===== src/rtl/mem_rd_arbiter_pkg.sv =====
// mem_rd_arbiter_pkg: shared types for the read-channel arbiter
package mem_rd_arbiter_pkg;
  typedef enum logic [1:0] {IDLE, ADDR, DATA} rd_arb_state_e;
endpackage


===== src/rtl/mem_rd_arbiter_rr_pick.sv =====
// rr_pick: round-robin winner via rotate, lowest-set-bit encode, rotate back
module rr_pick #(
  parameter int N = 2,
  parameter int W = (N > 1) ? $clog2(N) : 1
) (
  input  logic [N-1:0] req,
  input  logic [W-1:0] ptr,
  output logic         any,
  output logic [W-1:0] idx
);
  logic [2*N-1:0] dbl;
  logic [N-1:0]   rot;
  logic [W-1:0]   off;
  logic [W:0]     sum;
  assign dbl = {req, req} >> ptr;
  assign rot = dbl[N-1:0];
  always_comb begin
    off = '0;
    for (int i = N - 1; i >= 0; i--)
      if (rot[i]) off = W'(i);
  end
  assign any = |req;
  assign sum = {1'b0, ptr} + {1'b0, off};
  assign idx = (sum >= (W+1)'(N)) ? W'(sum - (W+1)'(N)) : sum[W-1:0];
endmodule


===== src/rtl/mem_rd_arbiter.sv =====
// mem_rd_arbiter: shares one AR/R read channel between N_REQ requesters,
// one outstanding burst at a time, round-robin with a registered grant.
module mem_rd_arbiter
  import mem_rd_arbiter_pkg::*;
#(
  parameter int N_REQ      = 2,
  parameter int ADDR_WIDTH = 32,
  parameter int DATA_WIDTH = 128,
  parameter int LEN_WIDTH  = 8,
  parameter int RESP_WIDTH = 4
) (
  input  logic                        clk,
  input  logic                        rst_n,
  input  logic [N_REQ-1:0]            s_arvalid,
  output logic [N_REQ-1:0]            s_arready,
  input  logic [N_REQ*ADDR_WIDTH-1:0] s_araddr,
  input  logic [N_REQ*LEN_WIDTH-1:0]  s_arlen,
  output logic [N_REQ-1:0]            s_rvalid,
  input  logic [N_REQ-1:0]            s_rready,
  output logic [DATA_WIDTH-1:0]       s_rdata,
  output logic [RESP_WIDTH-1:0]       s_rresp,
  output logic                        s_rlast,
  output logic                        m_arvalid,
  input  logic                        m_arready,
  output logic [ADDR_WIDTH-1:0]       m_araddr,
  output logic [LEN_WIDTH-1:0]        m_arlen,
  input  logic                        m_rvalid,
  output logic                        m_rready,
  input  logic [DATA_WIDTH-1:0]       m_rdata,
  input  logic [RESP_WIDTH-1:0]       m_rresp,
  input  logic                        m_rlast
);
  localparam int GW = (N_REQ > 1) ? $clog2(N_REQ) : 1;
  rd_arb_state_e   state_q;
  logic [GW-1:0]   grant_q, rr_q, rr_d, pick_idx;
  logic [N_REQ-1:0] sel;
  logic            pick_any, in_addr, in_data, ar_hs, r_done;
  rr_pick #(.N(N_REQ), .W(GW)) u_pick (
    .req(s_arvalid),
    .ptr(rr_q),
    .any(pick_any),
    .idx(pick_idx)
  );
  assign in_addr   = state_q == ADDR;
  assign in_data   = state_q == DATA;
  assign sel       = N_REQ'(1) << grant_q;
  assign m_arvalid = in_addr & s_arvalid[grant_q];
  assign m_araddr  = in_addr ? s_araddr[grant_q*ADDR_WIDTH +: ADDR_WIDTH] : '0;
  assign m_arlen   = in_addr ? s_arlen[grant_q*LEN_WIDTH +: LEN_WIDTH] : '0;
  assign s_arready = (in_addr && m_arready) ? sel : '0;
  assign m_rready  = in_data & s_rready[grant_q];
  assign s_rvalid  = (in_data && m_rvalid) ? sel : '0;
  assign s_rdata   = m_rdata;
  assign s_rresp   = m_rresp;
  assign s_rlast   = m_rlast;
  assign ar_hs     = m_arvalid & m_arready;
  assign r_done    = m_rvalid & m_rready & m_rlast;
  assign rr_d      = (grant_q == GW'(N_REQ - 1)) ? '0 : grant_q + 1'b1;
  always_ff @(posedge clk or negedge rst_n)
    if (!rst_n) begin
      state_q <= IDLE;
      grant_q <= '0;
      rr_q    <= '0;
    end else begin
      case (state_q)
        IDLE: if (pick_any) begin
          grant_q <= pick_idx;
          state_q <= ADDR;
        end
        ADDR: if (ar_hs) state_q <= DATA;
        DATA: if (r_done) begin
          state_q <= IDLE;
          rr_q    <= rr_d;
        end
        default: state_q <= IDLE;
      endcase
    end
  // A granted requester must hold arvalid until its address is accepted.
  a_ar_hold: assert property (@(posedge clk) disable iff (!rst_n) in_addr |-> s_arvalid[grant_q]);
  a_rvalid_oh: assert property (@(posedge clk) disable iff (!rst_n) $onehot0(s_rvalid));
endmodule


===== config.mk =====
export PLATFORM = sky130hd
export DESIGN_NAME = mem_rd_arbiter
export DESIGN_NICKNAME = d
export VERILOG_FILES = /design/src/rtl/mem_rd_arbiter_pkg.sv /design/src/rtl/mem_rd_arbiter_rr_pick.sv /design/src/rtl/mem_rd_arbiter.sv
export SDC_FILE = /design/constraint.sdc
export NUM_CORES = 1
export LEC_CHECK = 0
export CORE_AREA = 2 2 154 156
export DETAILED_ROUTE_END_ITERATION = 8
export DIE_AREA = 0 0 156 158
export PLACE_DENSITY = 0.43
export SLEW_MARGIN = 20
export SYNTH_ARGS = -nofsm -noshare
export SYNTH_HDL_FRONTEND = slang
export SYNTH_SLANG_ARGS = --single-unit
export TNS_END_PERCENT = 10

===== constraint.sdc =====
create_clock -name clk -period 3.6 [get_ports clk]
set_input_delay 0.9 -clock clk [delete_from_list [all_inputs] [get_ports clk]]
set_output_delay 0.9 -clock clk [all_outputs]
set_load 0.01 [all_outputs]

# Word-level counts from Yosys, hierarchy flattened
# Cells that the tools add are included.
# Widths: inputs -> output; s select.
# op_classes
bitwise_logic	5
muxes	16
eq_ne	5
n_reduce_logical	7
addsub	3
shift	4
order_cmp	2
# op_table
operator	n
$shiftx 64x7->32	1
$mux 32	1
$shiftx 16x5->8	1
$mux 2	5
$mux 1	8
$mux 8	1
$pmux 2 s3	1
$and 1x1->1	5
$ne 2x1->1 const B	2
$reduce_and 2->1	2
$shr 4x1->2	1
$reduce_and 3->1	1
$add 1x1->2	1
$eq 2x1->1 const B	1
$eq 2x2->1 const B	1
$ge 2x2->1 const B	1
$logic_and 1x1->1	2
$logic_not 2->1	1
$lt 1x2->1 const B	1
$ne 2x2->1 const B	1
$reduce_or 2->1	1
$shl 1x1->2 const A	1
$add 1x1->1 const B	1
$sub 1x1->1 const B	1
# totals
ff_bits	4
out_inout_bits	179
word_cells	45

# Longest topological paths before layout
# logic_depth
ltp_word	7
depth_mapped	4

# Modules after synthesis
# From an unflattened synthesis, not the netlist that was laid out.
# hier_totals
hier_cells	253
hier_area_um2	1856.8
# by_module_without_submodules
module	area_each_um2	seq_area_each_um2	n_inst	cells_each
mem_rd_arbiter	1838.0	100.1	1	249
rr_pick	18.8	0.0	1	4

# Worst setup path after synthesis
# OpenSTA, ideal clock, no wires.
# synth_timing
kind	input port to output port
from	in s_rready[1]
to	out m_rready
path_stages	2
path_slack_ps	1325
required_ps	2700
t_arrival_ps	1375
n_path_buf	0
cell_sequence	mux2_1 > and2_1
# synth_between
elab_chain_cells	3
# synth_lines
item	line_no	source
from (decl)	mem_rd_arbiter.sv:19	input logic [N_REQ-1:0] s_rready,
$mux 1 (not written as such) (2 in series)	mem_rd_arbiter.sv:51	assign m_rready = in_data & s_rready[grant_q];
$and 1x1->1	mem_rd_arbiter.sv:51	
to (decl)	mem_rd_arbiter.sv:28	output logic m_rready,
# No other way between the ends. The select of a mux whose other input is x is not followed.

# Worst setup path in the final report
# layout_timing
from	in s_arvalid[1]
to	out m_arvalid
# layout_between
elab_chain_cells	3
# layout_lines
item	line_no	source
from (decl)	mem_rd_arbiter.sv:14	input logic [N_REQ-1:0] s_arvalid,
$mux 1 (not written as such) (2 in series)	mem_rd_arbiter.sv:47	assign m_arvalid = in_addr & s_arvalid[grant_q];
$and 1x1->1	mem_rd_arbiter.sv:47	
to (decl)	mem_rd_arbiter.sv:23	output logic m_arvalid,
# No other way between the ends. The select of a mux whose other input is x is not followed.

==> flow_summary_export.csv <==
group,metric,value,unit
setup_path,reg2reg_depth,4,
timing,finalHoldWorstSlack,0.503,ns
synth,synth_fa_ha_area_share,0,%
final_layout,final_area,2620,um^2
clock_network,htreeDepth,1,
setup_path,critPathLaunchType,"primary input",
setup_path,r2r-end,"rr_q",
synth,synth_cell_types,21,
clock_network,clk_latency,0.22,ns
setup_path,cp_slowest_stage_delay,0.60,ns
synth,synth_top_family_by_area,"buffers and inverters",
pwr,peakVddDrop,181,uV
placed_design,gp_congestion,0.602,
floorplan,coreArea,23100,um^2
setup_path,cp.depth,4,
synth,synthSimpleGateAreaFrac,12.2,%
global_route,antenna_found_initial,0,
timing,slew_headroom,66.4,%
placed_design,dpl_worst_slack,0.374,ns
final_layout,drive_gt1_share,3.60,%
routing,vias,1533,
pwr,leakagePower,1.04,nW
setup_path,cp_num_buf_inv,2,
floorplan,die_h,158,um
placed_design,place_area,2540,um^2
synth,synthTopCellsByArea,"buf_4 (53%), mux2i_1 (22%), nor2_1 (9.0%), dfrtp_1 (5.4%), buf_6 (2.4%)",
setup_path,crit_slowest_cell,"clkdlybuf4s50_1",
min_path,hold_path_class,"flop to flop",
routing,first_iter_violations,41,
flow_run,cap_viol_max_count,0,
synth,synth_compound_area_share,1.54,%
setup_path,path_cells,"clkdlybuf4s50_1 > mux2i_2 > nor2_1 > clkdlybuf4s50_1",
timing,setup_viol,0,
clock_network,cts_inserted_buffers,3,
floorplan,dieArea,24600,um^2
floorplan,pin_count,400,
status,status,"completed",
routing,drc_errors,0,
final_layout,nets,472,
global_route,grt_max_degree,29,
clock_network,postCtsHoldBufs,0,
setup_path,crit_family,"buffers and inverters",
timing,setup-tns-final,0,ns
synth,yosysWarnings,0,
routing,ant_nets,0,
setup_path,rrSetupSlack,2.04,ns
timing,worst_slack,0.439,ns
placed_design,dp_hpwl,5690,um
setup_path,crit_type,"primary input to primary output",
global_route,grt_overflow_total,0,
timing,hold_viol_final,0,
synth,synthMuxAreaShare,23.3,%
synth,synth_edf_count,0,
clock_network,cts_tree,"built",
synth,yosys_most_used_dff,"dfrtp_1",
floorplan,start_util,8.11,%
global_route,grtUsageTotal,4.70,%
final_layout,diodes,0,
setup_path,crit_end,"m_arvalid",
synth,synth_xor_area_share,0,%
timing,worst_slew_pin_slew,0.504,ns
clock_network,clockBufferDepth,2,
placed_design,numPortBuffers,135,
timing,layout_worst_path_cycle_share,87.8,%
timing,final_max_slew_viol_count,0,
synth,ys_async_sr_fraction,100,%
routing,wl_per_cell,12.4,um
synth,ys_seq_area_share,5.35,%
global_route,grt_pass1_wl,8730,um
setup_path,worstPathArrival,2.26,ns
timing,post-route-min-period,3.16,ns
clock_network,cts-root-buf,"clkbuf_16",
synth,synth_top_area_share,53.4,%
routing,drtPass1Iterations,4,
synth,syn_inst,251,
synth,synth_seq_cells,4,
clock_network,post_cts_buffers,0,
floorplan,die_w,156,um
synth,yosysTopAreaCell,"buf_4",
global_route,grt_pass1_vias,1509,
synth,syn_area_per_cell,7.45,um^2
clock_network,cts_sinks,4,
pwr,p_per_area,602,nW/um^2
routing,viasPerCell,2.84,
synth,synth_fp_nets,472,
setup_path,cp-end-kind,"primary output",
timing,fin_skew,0.00389,ns
setup_path,crit_top_cell,"clkdlybuf4s50_1",
timing,fmax,316,MHz
clock_network,cts_resized,0,
timing,rsz0062_at_grt,"false",
setup_path,cp_max_fo,4,
synth,syn-cell-area,1870,um^2
setup_path,r2r_start,"grant_q",
setup_path,crit_path_start,"s_arvalid[1]",
final_layout,area_growth_syn_to_layout,40.0,%
floorplan,rows,56,
setup_path,crit_required,2.70,ns
routing,wl,6700,um
clock_network,clk_pin_slew,0.03,ns
==> final cells by class <==
cell class	instances	area, um^2
Clock buffer	4	78.8
Fill cell	2673	20400
Inverter	1	3.75
Multi-Input combinational cell	103	696
Sequential cell	4	101
Tap cell	290	363
Timing Repair Buffer	138	1370
==> worst min path at each step <==
stage	from	to	depth (start not counted)	slack (ns)
finish	state_q[1]	state_q[0]	1	0.50
floorplan	state_q[1]	state_q[0]	1	0.46
global placement	state_q[1]	state_q[0]	1	0.49
global route	state_q[1]	state_q[0]	1	0.54
detailed placement	state_q[1]	state_q[0]	1	0.49
CTS	state_q[1]	state_q[0]	1	0.50
==> power breakdown <==
part / internal, W / switching, W / leakage, nW
registers: 0.0000666 / 0.0000183 / 0.0444
clock network: 0.000146 / 0.0000314 / 0.0382
logic: 0.000710 / 0.000602 / 0.959
==> routing by layer <==
layer,wire [um],track usage (%),part of all wire (%)
met2,2830,7.25,42
met3,1220,2.93,18
met4,778,5.77,12
met5,0,0,0
met1,1870,3.73,28
==> worst reg2reg max path: cells and delay by family, from the launching register on <==
kind                   cells  cell delay, ns
DFF                        1            0.34
and+or+nand+nor            1            0.14
muxes                      2            0.58
buffers and inverters      1            0.40
==> state kept, by name, indices dropped and copies added, names as in the netlist <==
signal / cells
rr_q: 1
state_q: 2
grant_q: 1
==> cell usage after synthesis, drive strengths merged (2+ instances only) <==
library cell    n
mux2i          42
buf           142
and3            2
nand2           4
dfrtp           4
nor2           45
==> kinds of logic (layout without fill, tap and decap cells) <==
logic type | after synthesis | after routing
AOI/OAI and AO/OA | 4 | 4
buffers and inverters | 144 | 143
DFF | 4 | 4
muxes | 43 | 43
and+or+nand+nor | 56 | 56
==> per-stage QoR <==
stage	total power, W	utilization (%)	std cells
6_report	0.00157	11.3	540
5_1_grt	0.00171	11.3	540
4_1_cts	0.00162	11.3	540
3_5_place_dp	0.00143	11.0	536
3_3_place_gp	0.00142	11.0	536
2_1_floorplan	0.000912	-	251
==> layout by cell type, fill, tap and decap left out, types with 2 or more instances in the layout <==
| master | instances |
|---|---|
| buf_4 | 3 |
| dfrtp_1 | 3 |
| clkbuf_16 | 3 |
| mux2i_1 | 41 |
| and3_1 | 2 |
| nand2_1 | 4 |
| nor2_1 | 45 |
| clkdlybuf4s50_1 | 135 |
No activity file was read; power rests on OpenSTA's default activity.
